`src/rtl/seg7_pkg.sv`:
```
// Shared seven-segment constants and frame-tracking types for the scan bus encoder and capture.
package seg7_pkg;

  localparam logic [6:0] SEG_0    = 7'b1111110;
  localparam logic [6:0] SEG_1    = 7'b0110000;
  localparam logic [6:0] SEG_2    = 7'b1101101;
  localparam logic [6:0] SEG_3    = 7'b1111001;
  localparam logic [6:0] SEG_4    = 7'b0110011;
  localparam logic [6:0] SEG_5    = 7'b1011011;
  localparam logic [6:0] SEG_6    = 7'b1011111;
  localparam logic [6:0] SEG_7    = 7'b1110000;
  localparam logic [6:0] SEG_8    = 7'b1111111;
  localparam logic [6:0] SEG_9    = 7'b1111011;
  localparam logic [6:0] SEG_DASH = 7'b0000001;

  localparam logic [3:0] AN_D0 = 4'b1110;
  localparam logic [3:0] AN_D1 = 4'b1101;
  localparam logic [3:0] AN_D2 = 4'b1011;
  localparam logic [3:0] AN_D3 = 4'b0111;

  localparam logic [3:0] INVALID_DIGIT = 4'hF;

  typedef enum logic [1:0] {
    StEmpty,
    StCand,
    StLocked
  } frame_state_e;

endpackage

```
`src/rtl/seg7_decode.sv`:
```
// Combinational seven-segment pattern to BCD nibble decoder; unknown patterns map to INVALID_DIGIT.
module seg7_decode
  import seg7_pkg::*;
(
  input  logic [6:0] seg,
  output logic [3:0] nibble
);

  always_comb begin
    nibble = INVALID_DIGIT;
    case (seg)
      SEG_0:   nibble = 4'd0;
      SEG_1:   nibble = 4'd1;
      SEG_2:   nibble = 4'd2;
      SEG_3:   nibble = 4'd3;
      SEG_4:   nibble = 4'd4;
      SEG_5:   nibble = 4'd5;
      SEG_6:   nibble = 4'd6;
      SEG_7:   nibble = 4'd7;
      SEG_8:   nibble = 4'd8;
      SEG_9:   nibble = 4'd9;
      default: nibble = INVALID_DIGIT;
    endcase
  end

endmodule

```
`src/rtl/seven_seg_capture.sv`:
```
// Samples a multiplexed four-digit seven-segment bus, decodes each digit and publishes the
// 16-bit value once two consecutive identical frames have been seen.
module seven_seg_capture
  import seg7_pkg::*;
#(
  parameter int unsigned SETTLE_CYCLES = 16,
  parameter int unsigned TIMEOUT       = 262143
) (
  input  logic        clk,
  input  logic        rst,
  input  logic [6:0]  seg,
  input  logic [3:0]  an,
  output logic [15:0] bcd,
  output logic        valid,
  output logic        err,
  output logic        stale
);

  localparam int unsigned SW = $clog2(SETTLE_CYCLES + 1);
  localparam int unsigned TW = $clog2(TIMEOUT + 1);
  localparam logic [SW-1:0] SETTLE_MAX = SW'(SETTLE_CYCLES);
  localparam logic [SW-1:0] SETTLE_HIT = SW'(SETTLE_CYCLES - 1);
  localparam logic [TW-1:0] TO_MAX     = TW'(TIMEOUT);
  localparam logic [TW-1:0] TO_HIT     = TW'(TIMEOUT - 1);

  logic [3:0]    an_q;
  logic [SW-1:0] settle_q, settle_d;
  logic [TW-1:0] stale_cnt_q, stale_cnt_d;
  logic [15:0]   slots_q, slots_d, cand_q, cand_d, bcd_q, bcd_d;
  logic [3:0]    seen_q, seen_d;
  logic          frame_done_q, frame_done_d;
  logic          valid_q, valid_d, err_q, err_d, stale_q, stale_d;
  frame_state_e  state_q, state_d;

  logic       an_legal, stable, sample, timeout, slots_bad;
  logic [1:0] idx;
  logic [3:0] onehot, nibble, seen_base;

  seg7_decode u_decode (
    .seg    (seg),
    .nibble (nibble)
  );

  always_comb begin
    an_legal = 1'b1;
    idx      = 2'd0;
    case (an)
      AN_D0:   idx = 2'd0;
      AN_D1:   idx = 2'd1;
      AN_D2:   idx = 2'd2;
      AN_D3:   idx = 2'd3;
      default: an_legal = 1'b0;
    endcase
  end

  assign onehot  = 4'b0001 << idx;
  assign stable  = an_legal && (an == an_q);
  // Counter saturates one past the hit value, so each dwell yields exactly one sample.
  assign sample  = stable && (settle_q == SETTLE_HIT);
  assign timeout = !sample && (stale_cnt_q == TO_HIT);

  always_comb begin
    slots_bad = 1'b0;
    for (int i = 0; i < 4; i++) begin
      if (slots_q[4*i +: 4] == INVALID_DIGIT) slots_bad = 1'b1;
    end
  end

  always_comb begin
    settle_d = '0;
    if (stable) settle_d = (settle_q == SETTLE_MAX) ? settle_q : settle_q + SW'(1);

    stale_cnt_d = stale_cnt_q;
    if (sample) stale_cnt_d = '0;
    else if (stale_cnt_q != TO_MAX) stale_cnt_d = stale_cnt_q + TW'(1);

    slots_d = slots_q;
    if (sample) slots_d[{idx, 2'b00} +: 4] = nibble;

    seen_base    = frame_done_q ? 4'b0000 : seen_q;
    seen_d       = sample ? (seen_base | onehot) : seen_base;
    frame_done_d = sample && ((seen_base | onehot) == 4'b1111);
  end

  always_comb begin
    state_d = state_q;
    cand_d  = cand_q;
    bcd_d   = bcd_q;
    valid_d = 1'b0;
    err_d   = err_q;
    stale_d = stale_q;
    if (frame_done_q) begin
      cand_d = slots_q;
      if (state_q != StEmpty && slots_q == cand_q) begin
        state_d = StLocked;
        bcd_d   = slots_q;
        valid_d = 1'b1;
        err_d   = slots_bad;
        stale_d = 1'b0;
      end else begin
        state_d = StCand;
      end
    end
    if (timeout) begin
      state_d = StEmpty;
      stale_d = 1'b1;
    end
  end

  always_ff @(posedge clk) begin
    if (rst) begin
      an_q         <= 4'b1111;
      settle_q     <= '0;
      stale_cnt_q  <= '0;
      slots_q      <= '0;
      cand_q       <= '0;
      bcd_q        <= '0;
      seen_q       <= '0;
      frame_done_q <= 1'b0;
      valid_q      <= 1'b0;
      err_q        <= 1'b0;
      stale_q      <= 1'b0;
      state_q      <= StEmpty;
    end else begin
      an_q         <= an;
      settle_q     <= settle_d;
      stale_cnt_q  <= stale_cnt_d;
      slots_q      <= slots_d;
      cand_q       <= cand_d;
      bcd_q        <= bcd_d;
      seen_q       <= timeout ? 4'b0000 : seen_d;
      frame_done_q <= frame_done_d;
      valid_q      <= valid_d;
      err_q        <= err_d;
      stale_q      <= stale_d;
      state_q      <= state_d;
    end
  end

  assign bcd   = bcd_q;
  assign valid = valid_q;
  assign err   = err_q;
  assign stale = stale_q;

endmodule

```
`config.mk`:
```
export PLATFORM = sky130hd
export DESIGN_NAME = seven_seg_capture
export DESIGN_NICKNAME = d
export VERILOG_FILES = /design/src/rtl/seg7_pkg.sv /design/src/rtl/seg7_decode.sv /design/src/rtl/seven_seg_capture.sv
export SDC_FILE = /design/constraint.sdc
export NUM_CORES = 1
export LEC_CHECK = 0
export CAP_MARGIN = 20
export CORE_MARGIN = 3
export CORE_UTILIZATION = 40
export CTS_CLUSTER_DIAMETER = 40
export CTS_CLUSTER_SIZE = 10
export DETAILED_ROUTE_END_ITERATION = 12
export PLACE_DENSITY = 0.69
export SYNTH_ARGS = -nofsm -noshare
export SYNTH_HDL_FRONTEND = slang
export SYNTH_SLANG_ARGS = --single-unit
```
`constraint.sdc`:
```
create_clock -name clk -period 4.16 [get_ports clk]
set_clock_uncertainty 0.1 [all_clocks]
set_input_delay 0.624 -clock clk [delete_from_list [all_inputs] [get_ports clk]]
set_output_delay 0.624 -clock clk [all_outputs]
set_load 0.1 [all_outputs]
```
==> impl_metrics.tcl <==
set metrics [dict create \
    outcome "finished, final reports clean" \
    final_cell_area_sq_mm 0.00464 \
    synthToLayoutAreaGrowth_pct 15.4 \
    reg2reg_to "err$_SDFFE_PP0P_" \
    worst_pin_slew_ps 974 \
    yosysTopAreaCellShare_pct 42.3 \
    grt_pass1_vias 3105 \
    busiest_layer "met2" \
    synth_area_sq_mm 0.00402 \
    antenna_left 0 \
    num-fill-cells 899 \
    finalHoldViolations 0 \
    crit_arrival_ps 2960 \
    grt_pass1_wl_mm 15.0 \
    grt_setup_unrepaired "false" \
    antenna_cells 0 \
    synth-seq-cells 85 \
    synth_top_area_cell "dfxtp_1" \
    path_buf_inv 1 \
    io_buffers 31 \
    root_buffer "clkbuf_8" \
    initial_core_util_pct 42.3 \
    seq_area_frac_synth_pct 42.3 \
    cp-end-kind "flip-flop" \
    ys.flop_type "dfxtp_1" \
    yosysWarnings 0 \
    vias 3309 \
    fin_cells 606 \
    irDropWorstVdd_uv 198 \
    grt_antenna_before_repair 0 \
    dp.cells 590 \
    reg2reg_setup_slack_ps 1640 \
    die_area_sq_mm 0.0113 \
    ios 32 \
    cp-startpoint "seg[1]" \
    placed_cell_area_sq_mm 0.00443 \
    synth_nets 472 \
    worst_setup_path_start_kind "input pin" \
    routedWlPerCell_microns 14.2 \
    maxSlewHeadroom_pct 34.9 \
    power_leakage_uw 0.00162 \
    crit_cells 6 \
    dieWidth_microns 106 \
    fin_util_pct 48.8 \
    path_delay_family "compound AO/OA/AOI/OAI gates" \
    period_share_pct 68.2 \
    via_per_inst 5.46 \
    clock_latency_ps 350 \
    avgSynthCellArea_sq_um 9.00 \
    cts_tree "yes" \
    synth_most_common_cell "dfxtp_1" \
    setup_viol 0 \
    clk_pin_slew_worst_paths_ps 90 \
    synth-edff-count 0 \
    path_max_fanout 9 \
    ctsLongestPathBuffers 2 \
    ys_async_sr_fraction_pct 0 \
    drive_gt1_share_pct 7.13 \
    maxCapViolCount 0 \
    die_h_microns 106 \
    synth.area.top_cells "dfxtp_1, mux2i_1, nand3_1" \
    fp-row-count 35 \
    grt_overflow 0 \
    power.density_mw_per_mm2 330 \
    worstRegToRegCells 5 \
    first_pass_iters 5 \
    htreeDepth 3 \
    cts-buffers-inserted 9 \
    first_iter_violations 175 \
    path_cells "clkdlybuf4s50_1 -> or3b_2 -> a211oi_1 -> nor4_1 -> o21ai_0 -> o2bb2ai_1" \
    synth_common_cells "dfxtp_1, nor2_1, nand3_1, a21oi_1, o21ai_0" \
    hp-class "reg2reg" \
    ctsHoldBuffers 0 \
    hold_ws_ps 378 \
    cp_slowest_cell "clkdlybuf4s50_1" \
    wl_mm 8.61 \
    ys_types 49 \
    max_stage_delay_ps 560 \
    coreArea_sq_mm 0.00950 \
    post_cts_buffers 0 \
    fmax_mhz 352 \
    drc_errors 0 \
    grt_use_met1_pct 21.1 \
    worstSetupPathType "in2reg" \
    multi_input_area_sq_mm 0.00218 \
    grt_usage_pct 16.0 \
    min_period_ps 2840 \
    cp-endpoint "slots_q[15]$_SDFFE_PP0P_" \
    cts_sinks 85 \
    final.setup.tns_ps 0 \
    crit_required_ps 4280 \
    report.final.slew_viol_count 0 \
    hpwl_mm 6.04 \
    regArea_sq_mm 0.00170 \
    grt_max_degree 52 \
    use_met3_pct 4.31 \
    synthCells 447 \
    ctsResizeCount 0 \
    r2r_start "slots_q[14]$_SDFFE_PP0P_" \
    gp_congestion 0.829 \
    groute.layer.met2.usage_pct 26.0 \
    fin_nets 497 \
]
registers in the layout, indices dropped and copies added (netlist names):
name          flops
an_q              4
bcd              16
cand_q           16
err               1
frame_done_q      1
seen_q            4
settle_q          5
slots_q          16
stale             1
stale_cnt_q      18
state_q           2
valid             1
through the flow:
stage / setup slack, ps / total power, uW
finish: 1320 / 1530
global route: 1190 / 1590
CTS: 1360 / 1550
detailed placement: 973 / 919
global placement: 1040 / 916
floorplan: 1790 / 891
metal layers:
| layer | part of all wire (%) | vias to the layer above | wire, microns |
|---|---|---|---|
| met5 | 0 | - | 0 |
| met4 | 0.56 | 0 | 48 |
| met3 | 4.1 | 4 | 356 |
| met2 | 48 | 62 | 4150 |
| met1 | 47 | 1583 | 4060 |
| li1 | - | 1660 | - |
worst min path at each step:
stage | startpoint | to | cells past startpoint
final | bcd[3]$_SDFFE_PP0P_ | bcd[3]$_SDFFE_PP0P_ | 2
after floorplan | stale_cnt_q[16]$_SDFFE_PP0P_ | stale_cnt_q[16]$_SDFFE_PP0P_ | 1
after CTS | bcd[3]$_SDFFE_PP0P_ | bcd[3]$_SDFFE_PP0P_ | 2
after global placement | bcd[1]$_SDFFE_PP0P_ | bcd[1]$_SDFFE_PP0P_ | 2
after detailed placement | bcd[6]$_SDFFE_PP0P_ | bcd[6]$_SDFFE_PP0P_ | 2
after global routing | bcd[1]$_SDFFE_PP0P_ | bcd[1]$_SDFFE_PP0P_ | 2
placed cells by master (no fill, tap or decap), types with 9 or more instances in the layout:
cell,count
a21oi_1,28
nand3_1,38
nor2_1,42
dfxtp_1,85
nand4_1,11
xnor2_1,17
ha_1,12
o2bb2ai_1,16
xor2_1,18
mux2i_1,19
inv_1,12
clkbuf_8,9
nand2_1,13
clkdlybuf4s50_1,31
o21ai_0,22
nor3_1,15
cell families (layout without fill, tap and decap cells):
group | Yosys count | after routing | share of synthesized area (%)
simple gates | 174 | 174 | 23.9
compound gates | 89 | 89 | 14.2
flops | 85 | 85 | 42.3
xor+xnor | 35 | 35 | 7.62
buf+inv | 33 | 63 | 3.55
mux | 19 | 19 | 4.73
fa+ha+maj | 12 | 12 | 3.73
tightest hold or removal path: cells and delay by family (launching register included):
family	cells	cell delay [ps]
flops	1	320
compound gates	2	130
report_power, final:
group          leakage (uW)  switching (uW)  internal [uW]
Combinational      0.000832            47.4           30.9
Sequential         0.000686            4.69            817
Clock              0.000107             294            339
area by class of cell:
type,count,share of cell area (%)
Multi-Input combinational cell,329,46.9
Sequential cell,85,36.7
Timing Repair Buffer,35,7.33
Tap cell,129,3.48
Clock buffer,10,2.75
Clock inverter,6,1.86
Inverter,12,0.971
Note: power is estimated with default switching activity, not from simulation.
